<file path="src/rtl/ibuf_pkg.sv">
// Shared types and default parameters for the per-warp instruction buffer.
package ibuf_pkg;

  localparam int IBUF_N     = 4;
  localparam int IBUF_DEPTH = 2;
  localparam int IBUF_W     = 32;

  typedef logic [$clog2(IBUF_N)-1:0]   wid_t;
  typedef logic [$clog2(IBUF_DEPTH)-1:0] ptr_t;
  typedef logic [$clog2(IBUF_DEPTH):0]   cnt_t;

  // One extra bit so a full FIFO (count == DEPTH) is representable.
  function automatic int cnt_bits(input int depth);
    return $clog2(depth) + 1;
  endfunction

endpackage

</file>
<file path="src/rtl/ibuf_fifo.sv">
// Single-warp FIFO: push at tail, pop at head, flush clears pointers and count.
module ibuf_fifo
  import ibuf_pkg::*;
#(
  parameter int DEPTH = IBUF_DEPTH,
  parameter int W     = IBUF_W
) (
  input  logic                    clk,
  input  logic                    rst,
  input  logic                    push,
  input  logic                    pop,
  input  logic                    flush,
  input  logic [W-1:0]            push_data,
  output logic [W-1:0]            head_data,
  output logic [$clog2(DEPTH):0]  count
);

  localparam int PW = $clog2(DEPTH);
  localparam int CW = PW + 1;

  logic [W-1:0]  mem_q [DEPTH];
  logic [W-1:0]  mem_d [DEPTH];
  logic [PW-1:0] head_q, head_d;
  logic [PW-1:0] tail_q, tail_d;
  logic [CW-1:0] count_q, count_d;

  // Flush wins over any same-cycle push or pop; the caller gates push/pop on ready/valid.
  always_comb begin
    mem_d   = mem_q;
    head_d  = head_q;
    tail_d  = tail_q;
    count_d = count_q;
    if (flush) begin
      head_d  = '0;
      tail_d  = '0;
      count_d = '0;
    end else begin
      if (push) begin
        mem_d[tail_q] = push_data;
        tail_d        = tail_q + PW'(1);
      end
      if (pop) begin
        head_d = head_q + PW'(1);
      end
      case ({push, pop})
        2'b10:   count_d = count_q + CW'(1);
        2'b01:   count_d = count_q - CW'(1);
        default: count_d = count_q;
      endcase
    end
  end

  always_ff @(posedge clk or posedge rst) begin
    if (rst) begin
      for (int i = 0; i < DEPTH; i++) begin
        mem_q[i] <= '0;
      end
      head_q  <= '0;
      tail_q  <= '0;
      count_q <= '0;
    end else begin
      mem_q   <= mem_d;
      head_q  <= head_d;
      tail_q  <= tail_d;
      count_q <= count_d;
    end
  end

  assign head_data = mem_q[head_q];
  assign count     = count_q;

endmodule

</file>
<file path="src/rtl/warp_ibuffer.sv">
// Per-warp instruction buffer feeding the round-robin arbiter; N FIFOs plus
// push/pop decode, grant-indexed output mux and a sticky protocol-error flag.
module warp_ibuffer
  import ibuf_pkg::*;
#(
  parameter int N     = IBUF_N,
  parameter int DEPTH = IBUF_DEPTH,
  parameter int W     = IBUF_W
) (
  input  logic                             clk,
  input  logic                             rst,
  input  logic                             in_valid,
  output logic                             in_ready,
  input  logic [$clog2(N)-1:0]             in_wid,
  input  logic [W-1:0]                     in_data,
  input  logic [N-1:0]                     flush,
  output logic [N-1:0]                     req,
  input  logic [$clog2(N)-1:0]             grant,
  input  logic                             issue_ready,
  output logic                             out_valid,
  output logic [W-1:0]                     out_data,
  output logic [$clog2(N)-1:0]             out_wid,
  output logic [N*($clog2(DEPTH)+1)-1:0]   occ,
  output logic                             err
);

  localparam int CW = cnt_bits(DEPTH);

  logic [W-1:0]  head [N];
  logic [CW-1:0] cnt  [N];
  logic [N-1:0]  push_vec;
  logic [N-1:0]  pop_vec;
  logic          push_fire;
  logic          pop_fire;
  logic          err_q, err_d;

  // No full-bypass: a full warp refuses a push even when it pops this cycle.
  assign in_ready  = (cnt[in_wid] != CW'(DEPTH));
  assign push_fire = in_valid && in_ready;
  assign out_valid = req[grant];
  assign pop_fire  = issue_ready && out_valid;
  assign out_data  = head[grant];
  assign out_wid   = grant;

  always_comb begin
    push_vec = '0;
    pop_vec  = '0;
    if (push_fire) push_vec[in_wid] = 1'b1;
    if (pop_fire)  pop_vec[grant]   = 1'b1;
  end

  for (genvar i = 0; i < N; i++) begin : g_warp
    ibuf_fifo #(
      .DEPTH (DEPTH),
      .W     (W)
    ) u_fifo (
      .clk       (clk),
      .rst       (rst),
      .push      (push_vec[i]),
      .pop       (pop_vec[i]),
      .flush     (flush[i]),
      .push_data (in_data),
      .head_data (head[i]),
      .count     (cnt[i])
    );
    assign req[i]             = (cnt[i] != '0);
    assign occ[i*CW +: CW]    = cnt[i];
  end

  // Sticky: only an issue handshake against an empty granted warp sets it.
  always_comb begin
    err_d = err_q | (issue_ready && !out_valid);
  end

  always_ff @(posedge clk or posedge rst) begin
    if (rst) begin
      err_q <= 1'b0;
    end else begin
      err_q <= err_d;
    end
  end

  assign err = err_q;

endmodule

</file>
<file path="config.mk">
export PLATFORM = sky130hd
export DESIGN_NAME = warp_ibuffer
export DESIGN_NICKNAME = d
export VERILOG_FILES = /design/src/rtl/ibuf_pkg.sv /design/src/rtl/ibuf_fifo.sv /design/src/rtl/warp_ibuffer.sv
export SDC_FILE = /design/constraint.sdc
export NUM_CORES = 1
export LEC_CHECK = 0
export BUFFER_PORTS_ARGS = -buffer_cell sky130_fd_sc_hd__buf_2
export CAP_MARGIN = 30
export CORE_UTILIZATION = 55
export DETAILED_ROUTE_END_ITERATION = 16
export GPL_ROUTABILITY_DRIVEN = 0
export PLACE_DENSITY = 0.84
export SLEW_MARGIN = 20
export SYNTH_ARGS = -nofsm -noshare
export SYNTH_HDL_FRONTEND = slang
export SYNTH_SLANG_ARGS = --single-unit
</file>
<file path="constraint.sdc">
create_clock -name clk -period 8.93 [get_ports clk]
set_clock_uncertainty 0.2 [all_clocks]
set_input_delay 0.893 -clock clk [delete_from_list [all_inputs] [get_ports clk]]
set_output_delay 0.893 -clock clk [all_outputs]
set_load 0.02 [all_outputs]
</file>
==> reports/metrics.cfg, run 1 <==
[floorplanning]
die_area_um2=24100
num_io_pins=93
rows=55
start_util=0.566
die_h_um=155
coreArea_um2=22800
die_width_um=155

[power]
ir_drop_uv=173
p_per_area_nw_per_um2=230
power.static_leakage_nw=6.53

[timing]
fmax_ghz=0.265
tightest_slew_ns=0.875
period_share=0.423
setup-violations-final=0
finalHoldViolations=0
period_minus_slack_ns=3.78
fin_ws_ns=5.15
max-slew-margin-rel=0.417
rsz0062_at_grt=false
finalMaxSlewViolations=0
tns_ns=0

[clock_tree]
insertion_delay_ns=0.53
clk_pin_slew_ns=0.06
clockBufferDepth=3
numCtsBuffers=29
cts_resized=0
numClockSinks=273
post-cts-setup-buffers=0
htree_levels=1
cts_tree=yes
hold_buffers=0
root_buffer=clkbuf_16

[routing]
vias=7583
route.final.wire_length_um=27600
wire_per_inst_um=21.3
vias_per_cell=5.86
drc=0
firstDrtPassIters=4
ant_nets=0
drt_iter0_markers=405

[status]
status=complete, no violations

[critical_path]
worstSetupPathType=reg2out
crit_required_ns=7.84
cp-end-kind=output port
r2r_slack_ns=6.29
cp-start-kind=register
r2r_end=g_warp[1].u_fifo.mem_q[18]
arrival_ns=2.68
r2r-start=g_warp[1].u_fifo.count[1]
crit_chain=buf_4 > mux2i_1 > mux4_2 > inv_1 > buf_2
critPathMaxFanout=19
startpoint=g_warp[0].u_fifo.head_q
ff2ff_path_depth=4
crit_path_max_incr_delay_ns=0.73
crit_slowest_cell=dfrtp_2

[synthesis]
synth_area_leader_cell=dfrtp_1
syn_area_per_cell_um2=14.7
synth_edf_count=0
synthesis.area_um2=12900
yosys_warnings=0
synth_seq_cells=273
synth.area.top_cells=dfrtp_1 53%, mux2_2 19%, mux2i_1 9.9%
synth-seq-area-share=0.528
synthFlopType=dfrtp_1
synth_top_cells_by_count=273 x dfrtp_1, 222 x mux2_2, 128 x mux2i_1
synth_most_common_cell=dfrtp_1
synth.net_count=922
async_flop_share=1.00
synth_cells=878
yosys.cell_types.count=39
synth_top_cell_area_share=0.528

[global_route]
grt_pass1_wl_um=44700
grt_pass1_vias=8033
grt_overflow_total=0
antenna_found_initial=0
grt.total_usage=0.239
grt_max_degree=121

[min_path]
hp-class=reg2reg
min_path_cells=1
whs_endpoint=err
hold_path_startpoint=err

[layout]
fillerInstances=1655
nets=1006
antenna_cells=0
area_growth_pct=13.4
layout-drive-gt1-share=0.463

[placed_design]
dp_slack_ns=5.32
hpwl_um=15600
io_buffers=92

[run]
drv_cap=0

==> worst max-delay path by stage <==
stage                     slack [ns]  cells after the start            to
after floorplan                 0.31                      1           err
after global placement          5.34                      5   out_data[3]
after detailed placement        5.32                      5  out_data[20]
after CTS                       5.15                      5  out_data[14]
after global routing            5.06                      5  out_data[14]
final                           5.15                      5  out_data[14]
==> metrics by stage <==
stage	utilization	power, W	cell area [um^2]	hold WS (ns)	cells
2_1_floorplan	-	0.00203	12900	0.257	878
3_3_place_gp	0.599	0.00218	13700	0.242	1242
3_5_place_dp	0.600	0.00221	13700	0.240	1243
4_1_cts	0.641	0.00339	14600	0.255	1293
5_1_grt	0.642	0.00352	14700	0.285	1294
6_report	0.642	0.00337	14700	0.252	1294
==> cell families (layout without fill, tap and decap cells) <==
| logic type | Yosys count | count (layout) | synth area share |
|---|---|---|---|
| simple gates | 56 | 56 | 0.0304 |
| compound gates | 31 | 31 | 0.0151 |
| mux | 420 | 420 | 0.392 |
| flops | 273 | 273 | 0.528 |
| buf+inv | 98 | 201 | 0.0349 |
==> critical path, delay by kind of cell, from the launching register on <==
family	cells	cell delay [ns]
flip-flops	1	0.73
multiplexers	2	0.67
buffers and inverters	3	0.73
==> cell type report <==
type / instances / area [um^2] / share of cell area
clock buffer: 41 / 831 / 0.0566
clock inverter: 9 / 101 / 0.00691
inverter: 41 / 161 / 0.0110
multi-input combinational: 507 / 5710 / 0.389
sequential: 273 / 6840 / 0.466
tap: 313 / 392 / 0.0267
timing repair buffer: 110 / 636 / 0.0433
==> sequential cells by signal, summed over array words and instances (netlist names) <==
name,count
g_warp.u_fifo.tail_q,4
err,1
g_warp.u_fifo.count,8
g_warp.u_fifo.mem_q,256
g_warp.u_fifo.head_q,4
==> routing by layer <==
metal / up-vias / track usage / wire length (um)
met4: 0 / 0.0509 / 359
met3: 35 / 0.0318 / 1160
met5: - / 0 / 0
li1: 3374 / - / -
met1: 4012 / 0.331 / 12200
met2: 162 / 0.405 / 13900
==> cell usage in the layout (no fill, tap or decap), drive strengths merged, types with 2 or more instances in the layout <==
cell and instances:
clkinv 6, buf 110, nand4b 2, inv 41, bufinv 2, nand3 2, mux4 34, nand4 2
or3 12, nand2 3, mux2i 128, and3 2, a21oi 12, nor4b 4, nand3b 5, o32ai 3
mux2 258, dfrtp 273, clkbuf 41, nand2b 3, o311ai 4, or3b 2, nor2b 5, nor4 4
nor2 7, o21ai 8
==> report_power, final <==
group | internal [W] | switching [W] | total, W
Clock | 0.000700 | 0.000475 | 0.00117
Combinational | 0.000339 | 0.000281 | 0.000620
Sequential | 0.00146 | 0.000116 | 0.00157
Total | 0.00250 | 0.000871 | 0.00337
No activity file was read; power rests on OpenSTA's default activity.
==> run 2, diff against run 1 <==
--- a/config.mk
+++ b/config.mk
@@ -10,7 +10,7 @@
 export CORE_UTILIZATION = 55
 export DETAILED_ROUTE_END_ITERATION = 16
 export GPL_ROUTABILITY_DRIVEN = 0
-export PLACE_DENSITY = 0.84
+export PLACE_DENSITY = 0.81
 export SLEW_MARGIN = 20
 export SYNTH_ARGS = -nofsm -noshare
 export SYNTH_HDL_FRONTEND = slang
==> constraint.sdc (replaced) <==
create_clock -name clk -period 3.65 [get_ports clk]
set_clock_uncertainty 0.2 [all_clocks]
set_input_delay 0.365 -clock clk [delete_from_list [all_inputs] [get_ports clk]]
set_output_delay 0.365 -clock clk [all_outputs]
set_load 0.02 [all_outputs]
==> run 2 against run 1 <==
  * Setup slack got worse by 4.6 ns
  * Largest power group unchanged
  * Highest routed layer unchanged
  * Utilization rose by 2.1 points
  * Via count is essentially flat
==> reports/metrics.cfg, run 2 (same netlist as run 1, synthesis figures left out) <==
[status]
status=complete, no violations

[placed_design]
dp_slack_ns=0.911  ; -4.41 ns
placed_cells_incl_taps=1245  ; +0.16%
hpwl_um=16500  ; +5.7%
io_buffers=92  ; unchanged
placed_cell_area_um2=13800  ; +0.76%

[critical_path]
cp-start-kind=register
crit_slowest_cell=dfrtp_2
crit_chain=buf_12 > mux2i_1 > mux4_2 > inv_1 > buf_2
worstSetupPathType=reg2out
arrival_ns=2.48  ; -0.20 ns
crit_path_end=out_data[18]
startpoint=g_warp[1].u_fifo.head_q
r2r_end=g_warp[0].u_fifo.mem_q[2]
critPathMaxFanout=18  ; -1
r2r-start=g_warp[0].u_fifo.count[0]
crit_required_ns=3.08  ; -4.76 ns
crit_path_max_incr_delay_ns=0.78  ; +0.05 ns
r2r_slack_ns=1.36  ; -4.93 ns
ff2ff_path_depth=3  ; -1
cp-end-kind=output port

[layout]
final_common_cell=dfrtp_1
mostFrequentLayoutCells=269 x dfrtp_1, 222 x mux2_2, 128 x mux2i_1
layout-drive-gt1-share=0.449  ; -0.0141
area_growth_pct=17.0
stdcell_area_um2=15100  ; +3.2%
antenna_cells=0  ; unchanged
nets=1045  ; +3.9%
fillerInstances=1665  ; +0.60%
largest_reg_flops=256  ; unchanged
top_register=g_warp.u_fifo.mem_q
final_cells=1336  ; +3.2%

[floorplanning]
coreArea_um2=22800  ; unchanged
rows=55  ; unchanged
num_io_pins=93  ; unchanged
start_util=0.566  ; unchanged
die_h_um=155  ; unchanged
die_area_um2=24100  ; unchanged
die_width_um=155  ; unchanged

[routing]
drc=0  ; unchanged
firstDrtPassIters=4  ; unchanged
route.final.wire_length_um=27300  ; -1.0%
vias_per_cell=5.68  ; -3.1%
drt_iter0_markers=374  ; -7.7%
ant_nets=0  ; unchanged
wire_per_inst_um=20.4  ; -4.1%
vias=7585  ; +0.026%

[clock_tree]
clk_pin_slew_ns=0.06  ; about the same
numCtsBuffers=28  ; -3.4%
numClockSinks=273  ; unchanged
insertion_delay_ns=0.54  ; about the same
root_buffer=clkbuf_16
htree_levels=1  ; unchanged
cts_resized=0  ; unchanged
clockBufferDepth=3  ; unchanged
cts_tree=yes

[global_route]
grt_pass1_wl_um=45400  ; +1.5%
grt.met3_usage=0.0306  ; -0.00111
grt_pass1_vias=8195  ; +2.0%
gr-usage-met1=0.338  ; +0.00697
grt.total_usage=0.241  ; +0.00209
met2_usage=0.405  ; about the same
grt_max_degree=97  ; -20%
grt_overflow_total=0  ; unchanged
antenna_found_initial=0  ; unchanged
grt.busiest_layer=met2

[timing]
rsz0062_at_grt=false
fin_ws_ns=0.602  ; -4.55 ns
fmax_ghz=0.328
finalHoldViolations=0  ; unchanged
max-slew-margin-rel=0.500  ; +0.0827
tightest_slew_ns=0.749  ; -0.126 ns
period_minus_slack_ns=3.05
finalMaxSlewViolations=0  ; unchanged
period_share=0.835
setup-violations-final=0  ; unchanged

[power]
power.static_leakage_nw=6.72  ; +2.9%
ir_drop_uv=438  ; +150%
power.internal_w=0.00605  ; +140%
pwr-share-seq=0.469  ; +0.002
switching_share=0.262  ; +0.00323
combPwrFrac=0.191  ; +0.007
p_sw_w=0.00215  ; +150%
p_clk_frac=0.340  ; -0.009
p_per_area_nw_per_um2=541  ; +140%
finalPower_w=0.00819  ; +140%

[min_path]
hp-class=in2reg
hold_path_startpoint=in_valid

[run]
drv_cap=0  ; unchanged

[run 2: changes by cell type in the layout (fill, tap and decap cells not counted), moves of 2 or more]
cell           before  now
dlygate4sd3_1       0   38
clkbuf_8            6    8
clkinv_2            5    7
bufinv_16           2    0
buf_4              16   10
buf_12              0    9
[run 2: through the flow]
stage	hold slack, ns	setup TNS, ns	util
after global routing	0.119	0	0.662
after global placement	0.237	0	0.603
after floorplan	0.228	-143.16	-
after detailed placement	0.246	0	0.604
final	0.109	0	0.662
after CTS	0.0909	0	0.661
[run 2: cell type report]
type,instances,area [um^2],area share
Clock buffer,42,855,0.0565
Clock inverter,10,62.6,0.00413
Inverter,41,158,0.0104
Multi-Input combinational cell,507,5710,0.377
Sequential cell,273,6840,0.452
Tap cell,313,392,0.0259
Timing Repair Buffer,150,1120,0.0742
[run 2: worst min-delay path by stage]
stage	endpoint	slack, ns	cells after the start
finish	g_warp[2].u_fifo.count[1]	0.11	3
global route	g_warp[2].u_fifo.count[1]	0.12	3
CTS	g_warp[2].u_fifo.count[1]	0.09	3
detailed placement	err	0.25	1
global placement	err	0.24	1
floorplan	g_warp[0].u_fifo.head_q	0.23	1
[run 2: power groups by stage]
| stage | combinational (W) | sequential [W] | clock [W] |
|---|---|---|---|
| floorplan | 0.00115 | 0.00381 | 0 |
| global placement | 0.00149 | 0.00386 | 0 |
| detailed placement | 0.00154 | 0.00389 | 0 |
| CTS | 0.00158 | 0.00385 | 0.00285 |
| global route | 0.00171 | 0.00392 | 0.00298 |
| finish | 0.00156 | 0.00384 | 0.00279 |
[run 2: worst max-delay path, delay by kind of cell, from the launching register on]
family	cells	cell delay (ns)
flops	1	0.78
mux	2	0.57
buf+inv	3	0.59
[run 2: timing repair]
item,CTS,global route
hold buffers,38,0
hold endpoints to repair,289,0
buffers inserted,0,0
[run 2: metal layers]
layer,part of all wire,vias to the layer above
met5,0,-
met4,0.014,0
met3,0.042,28
met2,0.50,135
met1,0.45,3974
li1,-,3448
